**src/rtl/uart_disp_pkg.sv**
```systemverilog
// Shared types and the 7-segment decode for the UART-to-hex display path.
package uart_disp_pkg;

  typedef enum logic [1:0] {
    PAR_NONE = 2'd0,
    PAR_EVEN = 2'd1,
    PAR_ODD  = 2'd2
  } parity_e;

  typedef enum logic [2:0] {
    IDLE,
    START,
    DATA,
    PARITY,
    STOP,
    WAIT_IDLE
  } rx_state_e;

  localparam logic [6:0] SEG_ZERO = 7'b1000000;

  // Active-low segments, gfedcba order.
  function automatic logic [6:0] hex_to_seg7(input logic [3:0] v);
    logic [6:0] seg;
    case (v)
      4'h0: seg = SEG_ZERO;
      4'h1: seg = 7'b1111001;
      4'h2: seg = 7'b0100100;
      4'h3: seg = 7'b0110000;
      4'h4: seg = 7'b0011001;
      4'h5: seg = 7'b0010010;
      4'h6: seg = 7'b0000010;
      4'h7: seg = 7'b1111000;
      4'h8: seg = 7'b0000000;
      4'h9: seg = 7'b0010000;
      4'hA: seg = 7'b0001000;
      4'hB: seg = 7'b0000011;
      4'hC: seg = 7'b1000110;
      4'hD: seg = 7'b0100001;
      4'hE: seg = 7'b0000110;
      default: seg = 7'b0001110;
    endcase
    return seg;
  endfunction

endpackage

```
**src/rtl/uart_rx_core.sv**
```systemverilog
// UART receiver: rx synchroniser, frame FSM, parity/stop checking.
module uart_rx_core
  import uart_disp_pkg::*;
#(
  parameter int unsigned CLK_FREQ    = 50,
  parameter int unsigned BIT_RATE    = 115200,
  parameter int unsigned DATA_BITS   = 8,
  parameter int unsigned PARITY_MODE = 0,
  parameter int unsigned STOP_BITS   = 1
) (
  input  logic       clk,
  input  logic       resetn,
  input  logic       rx,
  output logic [7:0] data,
  output logic       data_vld,
  output logic       frame_err
);

  localparam int unsigned CLKS_PER_BIT = CLK_FREQ * 1000000 / BIT_RATE;
  localparam int unsigned HALF_BIT     = CLKS_PER_BIT / 2;
  localparam int unsigned CW           = $clog2(CLKS_PER_BIT + 1);
  localparam parity_e     PMODE        = parity_e'(PARITY_MODE[1:0]);

  rx_state_e      state;
  logic           s1, s2, prev, warm1, warm2;
  logic [CW-1:0]  cnt;
  logic [2:0]     bitcnt;
  logic [7:0]     sreg;
  logic           stop_bad, par_bad;
  logic           fall, bit_tick, half_tick;

  assign fall      = prev & ~s2;
  assign bit_tick  = (cnt == CW'(CLKS_PER_BIT - 1));
  assign half_tick = (cnt == CW'(HALF_BIT - 1));

  always_ff @(posedge clk or negedge resetn) begin
    if (!resetn) begin
      s1        <= 1'b1;
      s2        <= 1'b1;
      prev      <= 1'b0;
      warm1     <= 1'b0;
      warm2     <= 1'b0;
      state     <= IDLE;
      cnt       <= '0;
      bitcnt    <= '0;
      sreg      <= '0;
      stop_bad  <= 1'b0;
      par_bad   <= 1'b0;
      data      <= '0;
      data_vld  <= 1'b0;
      frame_err <= 1'b0;
    end else begin
      s1        <= rx;
      s2        <= s1;
      // prev only follows s2 once s2 holds a real line sample, so a line
      // held low through reset release never looks like a falling edge.
      warm1     <= 1'b1;
      warm2     <= warm1;
      prev      <= warm2 & s2;
      data_vld  <= 1'b0;
      frame_err <= 1'b0;
      case (state)
        IDLE: begin
          cnt    <= '0;
          bitcnt <= '0;
          if (fall) begin
            state    <= START;
            sreg     <= '0;
            stop_bad <= 1'b0;
            par_bad  <= 1'b0;
          end
        end
        START: begin
          if (half_tick) begin
            cnt   <= '0;
            state <= s2 ? IDLE : DATA;
          end else begin
            cnt <= cnt + 1'b1;
          end
        end
        DATA: begin
          if (bit_tick) begin
            cnt          <= '0;
            sreg[bitcnt] <= s2;
            if (bitcnt == 3'(DATA_BITS - 1)) begin
              bitcnt <= '0;
              state  <= (PMODE == PAR_NONE) ? STOP : PARITY;
            end else begin
              bitcnt <= bitcnt + 1'b1;
            end
          end else begin
            cnt <= cnt + 1'b1;
          end
        end
        PARITY: begin
          if (bit_tick) begin
            cnt     <= '0;
            par_bad <= (^sreg) ^ s2 ^ (PMODE == PAR_ODD);
            state   <= STOP;
          end else begin
            cnt <= cnt + 1'b1;
          end
        end
        STOP: begin
          if (bit_tick) begin
            cnt      <= '0;
            stop_bad <= stop_bad | ~s2;
            if (bitcnt == 3'(STOP_BITS - 1)) begin
              bitcnt <= '0;
              if (stop_bad | ~s2 | par_bad) begin
                frame_err <= 1'b1;
              end else begin
                data     <= sreg;
                data_vld <= 1'b1;
              end
              state <= (stop_bad | ~s2) ? WAIT_IDLE : IDLE;
            end else begin
              bitcnt <= bitcnt + 1'b1;
            end
          end else begin
            cnt <= cnt + 1'b1;
          end
        end
        WAIT_IDLE: begin
          if (s2) state <= IDLE;
        end
        default: state <= IDLE;
      endcase
    end
  end

endmodule

```
**src/rtl/uart_hex_display.sv**
```systemverilog
// UART receiver feeding a scrolling bank of active-low 7-segment hex digits.
module uart_hex_display
  import uart_disp_pkg::*;
#(
  parameter int unsigned CLK_FREQ    = 50,
  parameter int unsigned BIT_RATE    = 115200,
  parameter int unsigned DATA_BITS   = 8,
  parameter int unsigned PARITY_MODE = 0,
  parameter int unsigned STOP_BITS   = 1,
  parameter int unsigned NUM_DIGITS  = 4
) (
  input  logic                    clk,
  input  logic                    resetn,
  input  logic                    rx,
  output logic [7*NUM_DIGITS-1:0] hex,
  output logic                    err_led,
  output logic                    byte_stb
);

  logic [7:0] data;
  logic       data_vld, frame_err;
  logic [3:0] dig [NUM_DIGITS];

  uart_rx_core #(
    .CLK_FREQ   (CLK_FREQ),
    .BIT_RATE   (BIT_RATE),
    .DATA_BITS  (DATA_BITS),
    .PARITY_MODE(PARITY_MODE),
    .STOP_BITS  (STOP_BITS)
  ) u_core (
    .clk      (clk),
    .resetn   (resetn),
    .rx       (rx),
    .data     (data),
    .data_vld (data_vld),
    .frame_err(frame_err)
  );

  always_ff @(posedge clk or negedge resetn) begin
    if (!resetn) begin
      for (int unsigned k = 0; k < NUM_DIGITS; k++) dig[k] <= '0;
      err_led  <= 1'b0;
      byte_stb <= 1'b0;
    end else begin
      byte_stb <= data_vld;
      if (data_vld) begin
        for (int unsigned k = 2; k < NUM_DIGITS; k++) dig[k] <= dig[k-2];
        dig[1]  <= data[7:4];
        dig[0]  <= data[3:0];
        err_led <= 1'b0;
      end else if (frame_err) begin
        err_led <= 1'b1;
      end
    end
  end

  always_comb begin
    hex = '0;
    for (int unsigned k = 0; k < NUM_DIGITS; k++) hex[7*k +: 7] = hex_to_seg7(dig[k]);
  end

endmodule

```
**config.mk**
```make
export PLATFORM = sky130hd
export DESIGN_NAME = uart_hex_display
export DESIGN_NICKNAME = d
export VERILOG_FILES = /design/src/rtl/uart_disp_pkg.sv /design/src/rtl/uart_rx_core.sv /design/src/rtl/uart_hex_display.sv
export SDC_FILE = /design/constraint.sdc
export NUM_CORES = 1
export LEC_CHECK = 0
export ABC_AREA = 1
export ABC_CLOCK_PERIOD_IN_PS = 2850
export BUFFER_PORTS_ARGS = -buffer_cell sky130_fd_sc_hd__buf_4
export CORE_UTILIZATION = 60
export DETAILED_ROUTE_END_ITERATION = 12
export GPL_ROUTABILITY_DRIVEN = 0
export GPL_TIMING_DRIVEN = 0
export PLACE_DENSITY = 0.8
export SLEW_MARGIN = 25
export SYNTH_ARGS = -nofsm -noshare
export SYNTH_HDL_FRONTEND = slang
export SYNTH_SLANG_ARGS = --single-unit
```
**constraint.sdc**
```tcl
create_clock -name clk -period 2.85 [get_ports clk]
set_input_delay 0.7125 -clock clk [delete_from_list [all_inputs] [get_ports clk]]
set_output_delay 0.7125 -clock clk [all_outputs]
set_load 0.02 [all_outputs]
```
### Yosys cells after proc, flatten, opt, wreduce, memory -nomap -nowiden

Memories as Yosys holds them, arrays and structs flattened.
Index checks and enable logic that the tools add are counted.
Widths: inputs -> output; s select.

| cells by class | value |
|---|---|
| add/sub/neg operators | 2 |
| $lt $le $gt $ge | 2 |
| equal/unequal tests | 16 |
| multiplexer cells | 40 |
| bitwise logic cells | 7 |
| reductions and logical operators | 17 |

Operators with widths:

| operator | number |
|---|---|
| $mux 3 | 13 |
| $pmux 9 s3 | 1 |
| $mux 9 | 2 |
| $pmux 3 s6 | 1 |
| $mux 8 | 2 |
| $ne 2x1->1 const B | 8 |
| $pmux 8 s2 | 1 |
| $mux 1 | 14 |
| $reduce_and 3->1 | 4 |
| $add 9x1->9 const B | 1 |
| $eq 3x3->1 const B | 3 |
| $eq 9x8->1 const B | 1 |
| $eq 9x9->1 const B | 1 |
| $pmux 3 s3 | 1 |
| $bwmux 8 | 1 |
| $reduce_and 8->1 | 1 |
| $reduce_bool 2->1 | 4 |
| $reduce_xor 8->1 | 1 |
| $eq 3x2->1 const B | 2 |
| $logic_not 3->1 | 2 |
| $reduce_bool 3->1 | 2 |
| $lt 3x4->1 const B | 1 |
| $pmux 1 s2 | 2 |
| $reduce_and 4->1 | 1 |
| other kinds (11) | 14 |

| word-level totals | value |
|---|---|
| bits in registers | 58 |
| memory bits (read-only) | 448 |
| input port bits | 3 |
| output and inout port bits | 30 |
| word-level logic and storage cells | 108 |
| memories | 4 |

Memories:

| name | words | width | rd ports | clocked after Yosys merged registers in | write ports | line | source |
|---|---|---|---|---|---|---|---|
| (no name shown) | 16 | 7 | 1 | 0 | 0 | uart_disp_pkg.sv:24 | `case (v)` |
| (no name shown) | 16 | 7 | 1 | 0 | 0 | uart_disp_pkg.sv:24 |  |
| (no name shown) | 16 | 7 | 1 | 0 | 0 | uart_disp_pkg.sv:24 |  |
| (no name shown) | 16 | 7 | 1 | 0 | 0 | uart_disp_pkg.sv:24 |  |

### Logic depth before layout (Yosys ltp)

Gate-level depths: netlist of run 1.

| logic depth | value |
|---|---|
| depth after elaboration | 7 |
| depth in mapped cells | 11 |
| mapped depth without buffers | 11 |

### By module

Synthesis of run 1 repeated with hierarchy kept, for this count alone.

| second synthesis, totals | value |
|---|---|
| cells, all modules | 561 |
| area, all modules | 3936.3 um2 |

Modules (own cells, without submodules):

| module | instances | cells an instance | area an instance (um2) | seq. area each (um2) |
|---|---|---|---|---|
| uart_rx_core | 1 | 305 | 2238.4 | 1003.5 |
| uart_hex_display | 1 | 256 | 1697.9 | 450.4 |

### Least setup slack after synthesis of run 1

Ideal clock, no wire load.

| path | value |
|---|---|
| kind | flip-flop to output port |
| start point | register dig[9] in the netlist's numbering |
| end point | output hex[11] |
| arrival time | 1.302 ns |
| required time | 2.138 ns |
| setup slack | 0.836 ns |
| cell stages (with the launch flop) | 5 |
| buffers on the path | 0 |
| cells stage by stage | dfrtp_1 inv_1 ha_1 inv_1 o31ai_1 |

| between the ends | value |
|---|---|
| cells in the longest elaborated chain, start to end | 1 |

RTL lines:

| what | line | source |
|---|---|---|
| start, declared | uart_hex_display.sv:22 | `logic [3:0] dig [NUM_DIGITS];` |
| $mem_v2 16x7 | n/a |  |
| end, declared | uart_hex_display.sv:15 | `output logic [7*NUM_DIGITS-1:0] hex,` |

Every way passes these cells.

### Worst setup path after layout of run 1

| path | value |
|---|---|
| start point | register dig[12] in the netlist's numbering |
| end point | output hex[3] |

The elaborated chain is that of the path after synthesis.

==> impl_metrics.json, run 1 <==
{
  "status": "finished, final reports clean",
  "htree_levels": 3,
  "synthFlopType": "dfrtp_1",
  "post_cts_buffers": 0,
  "grt_pass1_wl_um": 12700,
  "swShare": 0.325,
  "routed_via_density": 5.24,
  "rsz0062_at_grt": "no",
  "synth-edff-count": 0,
  "synth_area_leaders": "dfrtp_1 (37%), nand2_1 (17%), ha_1 (9.8%)",
  "setup_viol": 0,
  "net-switching-power_w": 0.000703,
  "yosys.area.top_type": "dfrtp_1",
  "cts_root_buf": "clkbuf_8",
  "path_clk_slew_ns": 0.06,
  "syn_inst": 511,
  "grt_overflow": 0,
  "ctsHoldBuffers": 0,
  "ir_drop_uv": 475,
  "placed_cell_area_mm2": 0.00415,
  "ys_async_sr_fraction": 1.00,
  "portBuffers": 32,
  "holdPathStages": 0,
  "hold_viol": 0,
  "io_pins": 33,
  "p_leak_nw": 2.23,
  "fin_nets": 587,
  "drive_gt1_frac": 0.157,
  "synth-seq-cells": 58,
  "min-delay-path-class": "reg2reg",
  "dr.pass1.iters": 4,
  "comb_power_share": 0.226,
  "hpwl_um": 5560,
  "timing.final.crit_share": 0.855,
  "relSlewSlack": 0.526,
  "syn_avg_cell_area_um2": 7.47,
  "max_freq_ghz": 0.410,
  "grt_pass1_vias": 3051,
  "r2r_slack_ns": 1.18,
  "clockBufferDepth": 2,
  "clk_latency_ns": 0.33,
  "vias": 3321,
  "dieWidth_um": 81.7,
  "yosys.area.top_type_share": 0.367,
  "antenna_found_initial": 0,
  "critPathArrivalTime_ns": 1.72,
  "syn-num-nets": 544,
  "timing.rr.end": "u_core.data[6]$_DFFE_PN0P_",
  "required_ns": 2.14,
  "die_area_mm2": 0.00668,
  "tritoncts": "built",
  "tns_ns": 0,
  "grt_usage": 0.247,
  "worstHoldStart": "u_core.warm1$_DFF_PN0_",
  "grt_max_degree": 59,
  "cp_max_fo": 6,
  "power_density_mw_per_mm2": 497,
  "worst_setup_path_start_kind": "flop",
  "die_h_um": 81.7,
  "first_iter_violations": 193,
  "drv_cap": 0,
  "skew_ns": 0.00876,
  "cts_num_sinks": 58,
  "core_area_mm2": 0.00603,
  "syn_area_mm2": 0.00381,
  "initial_utilization": 0.633,
  "synth.distinct_cells": 38,
  "rr_worst_depth": 8,
  "cp-end-kind": "primary output",
  "final_area_mm2": 0.00435,
  "core.rowCount": 28,
  "slew_viol_final": 0,
  "pwr-share-clk": 0.343,
  "holdPathEnd": "u_core.warm2$_DFF_PN0_",
  "crit_type": "reg2out",
  "ys_warn_count": 0,
  "ant_nets": 0,
  "area_growth_pct": 14.0,
  "p_int_w": 0.00146,
  "cts_resized": 0,
  "worst_slew_pin_slew_ns": 0.711,
  "fin_hold_ws_ns": 0.353,
  "n_antenna_cell": 0,
  "drt_wl_total_um": 7350,
  "final.min_clock_period_ns": 2.44,
  "drt-wirelength-per-cell_um": 11.6,
  "rr_startpoint": "u_core.bitcnt[0]$_DFFE_PN0P_",
  "cts_buffers": 9,
  "p_seq_frac": 0.431,
  "yosysSeqAreaShare": 0.381,
  "drc_errors": 0
}
==> state kept, by name (all words and copies together) (netlist names) <==
signal            count
u_core.s1             1
u_core.data           8
u_core.warm2          1
err_led               1
u_core.frame_err      1
byte_stb              1
u_core.state          3
u_core.bitcnt         3
u_core.prev           1
dig                  16
u_core.cnt            9
u_core.data_vld       1
u_core.stop_bad       1
u_core.sreg           8
u_core.s2             1
u_core.par_bad        1
u_core.warm1          1
==> layout by cell type (no fill, tap or decap), types with 5 or more instances in the layout <==
| cell | netlist | final |
|---|---|---|
| nand2_1 | 169 | 169 |
| dfrtp_1 | 56 | 56 |
| o21ai_0 | 54 | 54 |
| inv_1 | 53 | 53 |
| buf_4 | 0 | 32 |
| ha_1 | 30 | 30 |
| a21oi_1 | 24 | 24 |
| nor2_1 | 23 | 23 |
| nand3_1 | 17 | 17 |
| clkbuf_8 | 0 | 14 |
| nor3_1 | 12 | 12 |
| clkbuf_1 | 9 | 10 |
| o21ai_2 | 10 | 10 |
| inv_2 | 7 | 7 |
| nand2_2 | 7 | 7 |
| xor2_1 | 5 | 5 |
==> per-stage QoR <==
step                      power (W)  cells   util  setup WS [ns]
after floorplan             0.00132    511      -          0.836
after global placement      0.00142    618  0.689          0.782
after detailed placement    0.00143    618  0.689          0.767
after CTS                   0.00218    634  0.722          0.408
after global routing        0.00230    634  0.722          0.274
final                       0.00216    634  0.722          0.414
==> worst max-delay path, stage by stage (launching register included) <==
cell	delay (ns)
dfrtp_1	0.43
inv_1	0.15
ha_1	0.31
a21oi_1	0.18
o21ai_0	0.12
nand2_1	0.08
buf_4	0.13
==> how the worst max path moves through the flow <==
stage / start / end / cells after the start
after floorplan: dig[9]$_DFFE_PN0P_ / hex[11] / 4
after global placement: dig[12]$_DFFE_PN0P_ / hex[3] / 6
after detailed placement: dig[12]$_DFFE_PN0P_ / hex[3] / 6
after CTS: dig[12]$_DFFE_PN0P_ / hex[3] / 6
after global routing: dig[8]$_DFFE_PN0P_ / hex[10] / 6
final: dig[12]$_DFFE_PN0P_ / hex[3] / 6
==> kinds of logic after synthesis <==
kind of cell,after synthesis,share of synthesized area
XOR/XNOR,6,0.0138
other,1,0.000983
adder cells (fa/ha/maj),30,0.0984
buffers and inverters,74,0.0800
AND/OR/NAND/NOR,241,0.273
AO/OA/AOI/OAI,101,0.153
flip-flops,58,0.381
==> metal layers <==
layer  routed length, um  up-vias  share of wire  GRT usage
li1                    -     1734              -          -
met1                3330     1529           0.45      0.291
met2                3710       50           0.50      0.448
met3                 218        8          0.030     0.0478
met4                  95        0          0.013     0.0772
met5                   0        -              0          0
==> Yosys cell counts (2+ instances only) <==
| master | instances |
|---|---|
| nand2_1 | 169 |
| dfrtp_1 | 56 |
| o21ai_0 | 54 |
| inv_1 | 53 |
| ha_1 | 30 |
| a21oi_1 | 24 |
| nor2_1 | 23 |
| nand3_1 | 17 |
| nor3_1 | 12 |
| o21ai_2 | 10 |
| clkbuf_1 | 9 |
| inv_2 | 7 |
| nand2_2 | 7 |
| xor2_1 | 5 |
| buf_6 | 3 |
| o21ai_1 | 3 |
| o31ai_1 | 3 |
| a32o_1 | 2 |
| dfstp_2 | 2 |
| nand3_2 | 2 |
| nor2_2 | 2 |
| nor2_4 | 2 |
==> layout make-up <==
type	count	area, um2
clock inverter	1	5.00
buffer	12	67.6
timing repair buffer	32	240
inverter	62	238
sequential	58	1450
fill	497	1680
tap	75	93.8
multi-input combinational	379	2060
clock buffer	15	196
==> power by group through the flow <==
stage	combinational (W)	clock, W	sequential [W]
after floorplan	0.000392	0	0.000933
after global placement	0.000475	0	0.000943
after detailed placement	0.000487	0	0.000945
after CTS	0.000491	0.000758	0.000930
after global routing	0.000567	0.000796	0.000940
final	0.000490	0.000742	0.000932
Power figures use the tool's default switching activity.
==> run 2, diff against run 1 <==
--- a/config.mk
+++ b/config.mk
@@ -8,11 +8,10 @@
 export ABC_AREA = 1
 export ABC_CLOCK_PERIOD_IN_PS = 2850
 export BUFFER_PORTS_ARGS = -buffer_cell sky130_fd_sc_hd__buf_4
-export CORE_UTILIZATION = 60
+export CORE_UTILIZATION = 30
 export DETAILED_ROUTE_END_ITERATION = 12
 export GPL_ROUTABILITY_DRIVEN = 0
 export GPL_TIMING_DRIVEN = 0
-export PLACE_DENSITY = 0.8
 export SLEW_MARGIN = 25
 export SYNTH_ARGS = -nofsm -noshare
 export SYNTH_HDL_FRONTEND = slang
==> run 2 against run 1 <==
  * Global-route usage down 11 points
  * Final cell count increased by 15%
  * Non-clock buffer count unchanged
  * Sequential power is essentially flat
  * Utilization fell by 35 points
  * Combinational power is essentially flat
  * Die area rose by 97%
  * Total power is 20% higher
  * Flip-flop and latch count is the same
  * First-iteration DRC count fell by 16%
  * Via count about the same
==> impl_metrics.json, run 2 (synthesis gave the netlist of run 1 again) <==
{
  "status": "finished, final reports clean",
  "rsz0062_at_grt": "no",
  "required_ns": 2.14,
  "post-place-ws_ns": 0.732,
  "path_clk_slew_ns": 0.05,
  "path_cells": "inv_1 -> ha_1 -> a21oi_1 -> o21ai_0 -> o21ai_0 -> buf_4",
  "clk_latency_ns": 0.33,
  "first_iter_violations": 163,
  "crit_family": "flip-flops",
  "tns_ns": 0,
  "antenna_found_initial": 0,
  "drive_gt1_frac": 0.159,
  "most-common-layout-cells": "nand2_1 (169), dfrtp_1 (56), o21ai_0 (54), inv_1 (53), buf_4 (32)",
  "initial_utilization": 0.312,
  "cp-end-kind": "primary output",
  "placed_cell_area_mm2": 0.00427,
  "dr.pass1.iters": 4,
  "cpMaxStageDelayCell": "dfrtp_1",
  "fin_nets": 587,
  "post-route-util": 0.376,
  "cts_resized": 0,
  "die_h_um": 115,
  "critPathArrivalTime_ns": 1.76,
  "cp_common_cell": "o21ai_0",
  "ant_nets": 0,
  "drt_wl_total_um": 7970,
  "routed_via_density": 4.57,
  "grt_usage": 0.133,
  "grt_max_degree": 59,
  "worst_setup_path_start_kind": "flop",
  "crit_type": "reg2out",
  "grt_pass1_vias": 3171,
  "timing.final.crit_share": 0.869,
  "setup_viol": 0,
  "regMostFlops": "dig",
  "drv_cap": 0,
  "area_growth_pct": 20.4,
  "core_area_mm2": 0.0122,
  "ctsHoldBuffers": 0,
  "vias": 3320,
  "worst_slew_pin_slew_ns": 0.728,
  "max_freq_ghz": 0.404,
  "hold_viol": 0,
  "path_buf_inv": 2,
  "n_antenna_cell": 0,
  "core.rowCount": 40,
  "largest_reg_flops": 16,
  "cts_num_sinks": 58,
  "cp_max_fo": 7,
  "hpwl_um": 5950,
  "reg.largest.list": "dig: 16 flops, u_core.cnt: 9 flops",
  "portBuffers": 32,
  "io_pins": 33,
  "fin_hold_ws_ns": 0.347,
  "grt_pass1_wl_um": 14100,
  "clockBufferDepth": 2,
  "grt_overflow": 0,
  "worst_slack_ns": 0.373,
  "post_cts_buffers": 0,
  "final_common_cell": "nand2_1",
  "max_stage_delay_ns": 0.41,
  "slew_viol_final": 0,
  "tritoncts": "built",
  "cts_root_buf": "clkbuf_16",
  "ir_drop_uv": 369,
  "dieWidth_um": 115,
  "die_area_mm2": 0.0132,
  "drt-wirelength-per-cell_um": 11.0,
  "min-delay-path-class": "reg2reg",
  "drc_errors": 0,
  "p_leak_nw": 2.29,
  "power_density_mw_per_mm2": 563,
  "cts_buffers": 9,
  "skew_ns": 0.00259,
  "htree_levels": 3,
  "final.min_clock_period_ns": 2.48,
  "final_area_mm2": 0.00459,
  "relSlewSlack": 0.515
}
-- run 2: cell count changes in the layout (fill, tap and decap cells not counted) --
| cell | change |
|---|---|
| clkbuf_1 | -1 |
| clkbuf_8 | -13 |
| clkbuf_16 | +9 |
| clkinvlp_4 | +1 |
| clkinv_4 | +2 |
| bufinv_16 | +2 |
-- run 2: final timing paths --
path	slack, ns	startpoint	end	cells after the start
min in group asynchronous	0.46	resetn	u_core.sreg[5]$_DFFE_PN0P_	1
setup / recovery	0.37	dig[8]$_DFFE_PN0P_	hex[10]	6
hold / removal	0.35	u_core.warm1$_DFF_PN0_	u_core.warm2$_DFF_PN0_	0
hold reg to reg	0.35	u_core.warm1$_DFF_PN0_	u_core.warm2$_DFF_PN0_	0
max in group asynchronous	1.92	resetn	u_core.frame_err$_DFF_PN0_	1
setup reg to reg	1.23	u_core.cnt[0]$_DFFE_PN0P_	u_core.state[0]$_DFFE_PN0P_	11
-- run 2: worst register-to-register path: stages (launching register included) --
cell	delay, ns
dfrtp_1	0.41
inv_1	0.11
ha_1	0.15
nand2_1	0.05
nor3_1	0.13
nand2_1	0.08
nand2_1	0.14
nand2_1	0.08
nor2_2	0.17
nand2_2	0.09
nand2_1	0.07
nand2_1	0.05
-- run 2: layout make-up --
cell class	instances	area (um2)
Fill cell	1297	7620
Multi-Input combinational cell	379	2060
Sequential cell	58	1450
Timing Repair Buffer	32	240
Clock buffer	10	239
Inverter	62	238
Tap cell	168	210
Clock inverter	6	90.1
Buffer	12	67.6
-- run 2: layer usage --
| layer | vias to the layer above | track usage | part of all wire |
|---|---|---|---|
| li1 | 1728 | - | - |
| met1 | 1546 | 0.165 | 0.48 |
| met2 | 39 | 0.227 | 0.48 |
| met3 | 7 | 0.0369 | 0.031 |
| met4 | 0 | 0.0338 | 0.0058 |
| met5 | - | 0 | 0 |
-- run 2: where the power goes --
group | switching [W] | leakage (nW) | total [W] | internal (W)
registers | 0.0000576 | 0.791 | 0.000933 | 0.000875
clock network | 0.000379 | 0.159 | 0.00117 | 0.000789
logic | 0.000336 | 1.34 | 0.000488 | 0.000153
total | 0.000772 | 2.29 | 0.00259 | 0.00182
-- run 2: per-stage QoR --
stage	power, W	std cells
floorplan	0.00132	511
global placement	0.00142	711
detailed placement	0.00144	711
CTS	0.00262	727
global route	0.00274	727
finish	0.00259	727
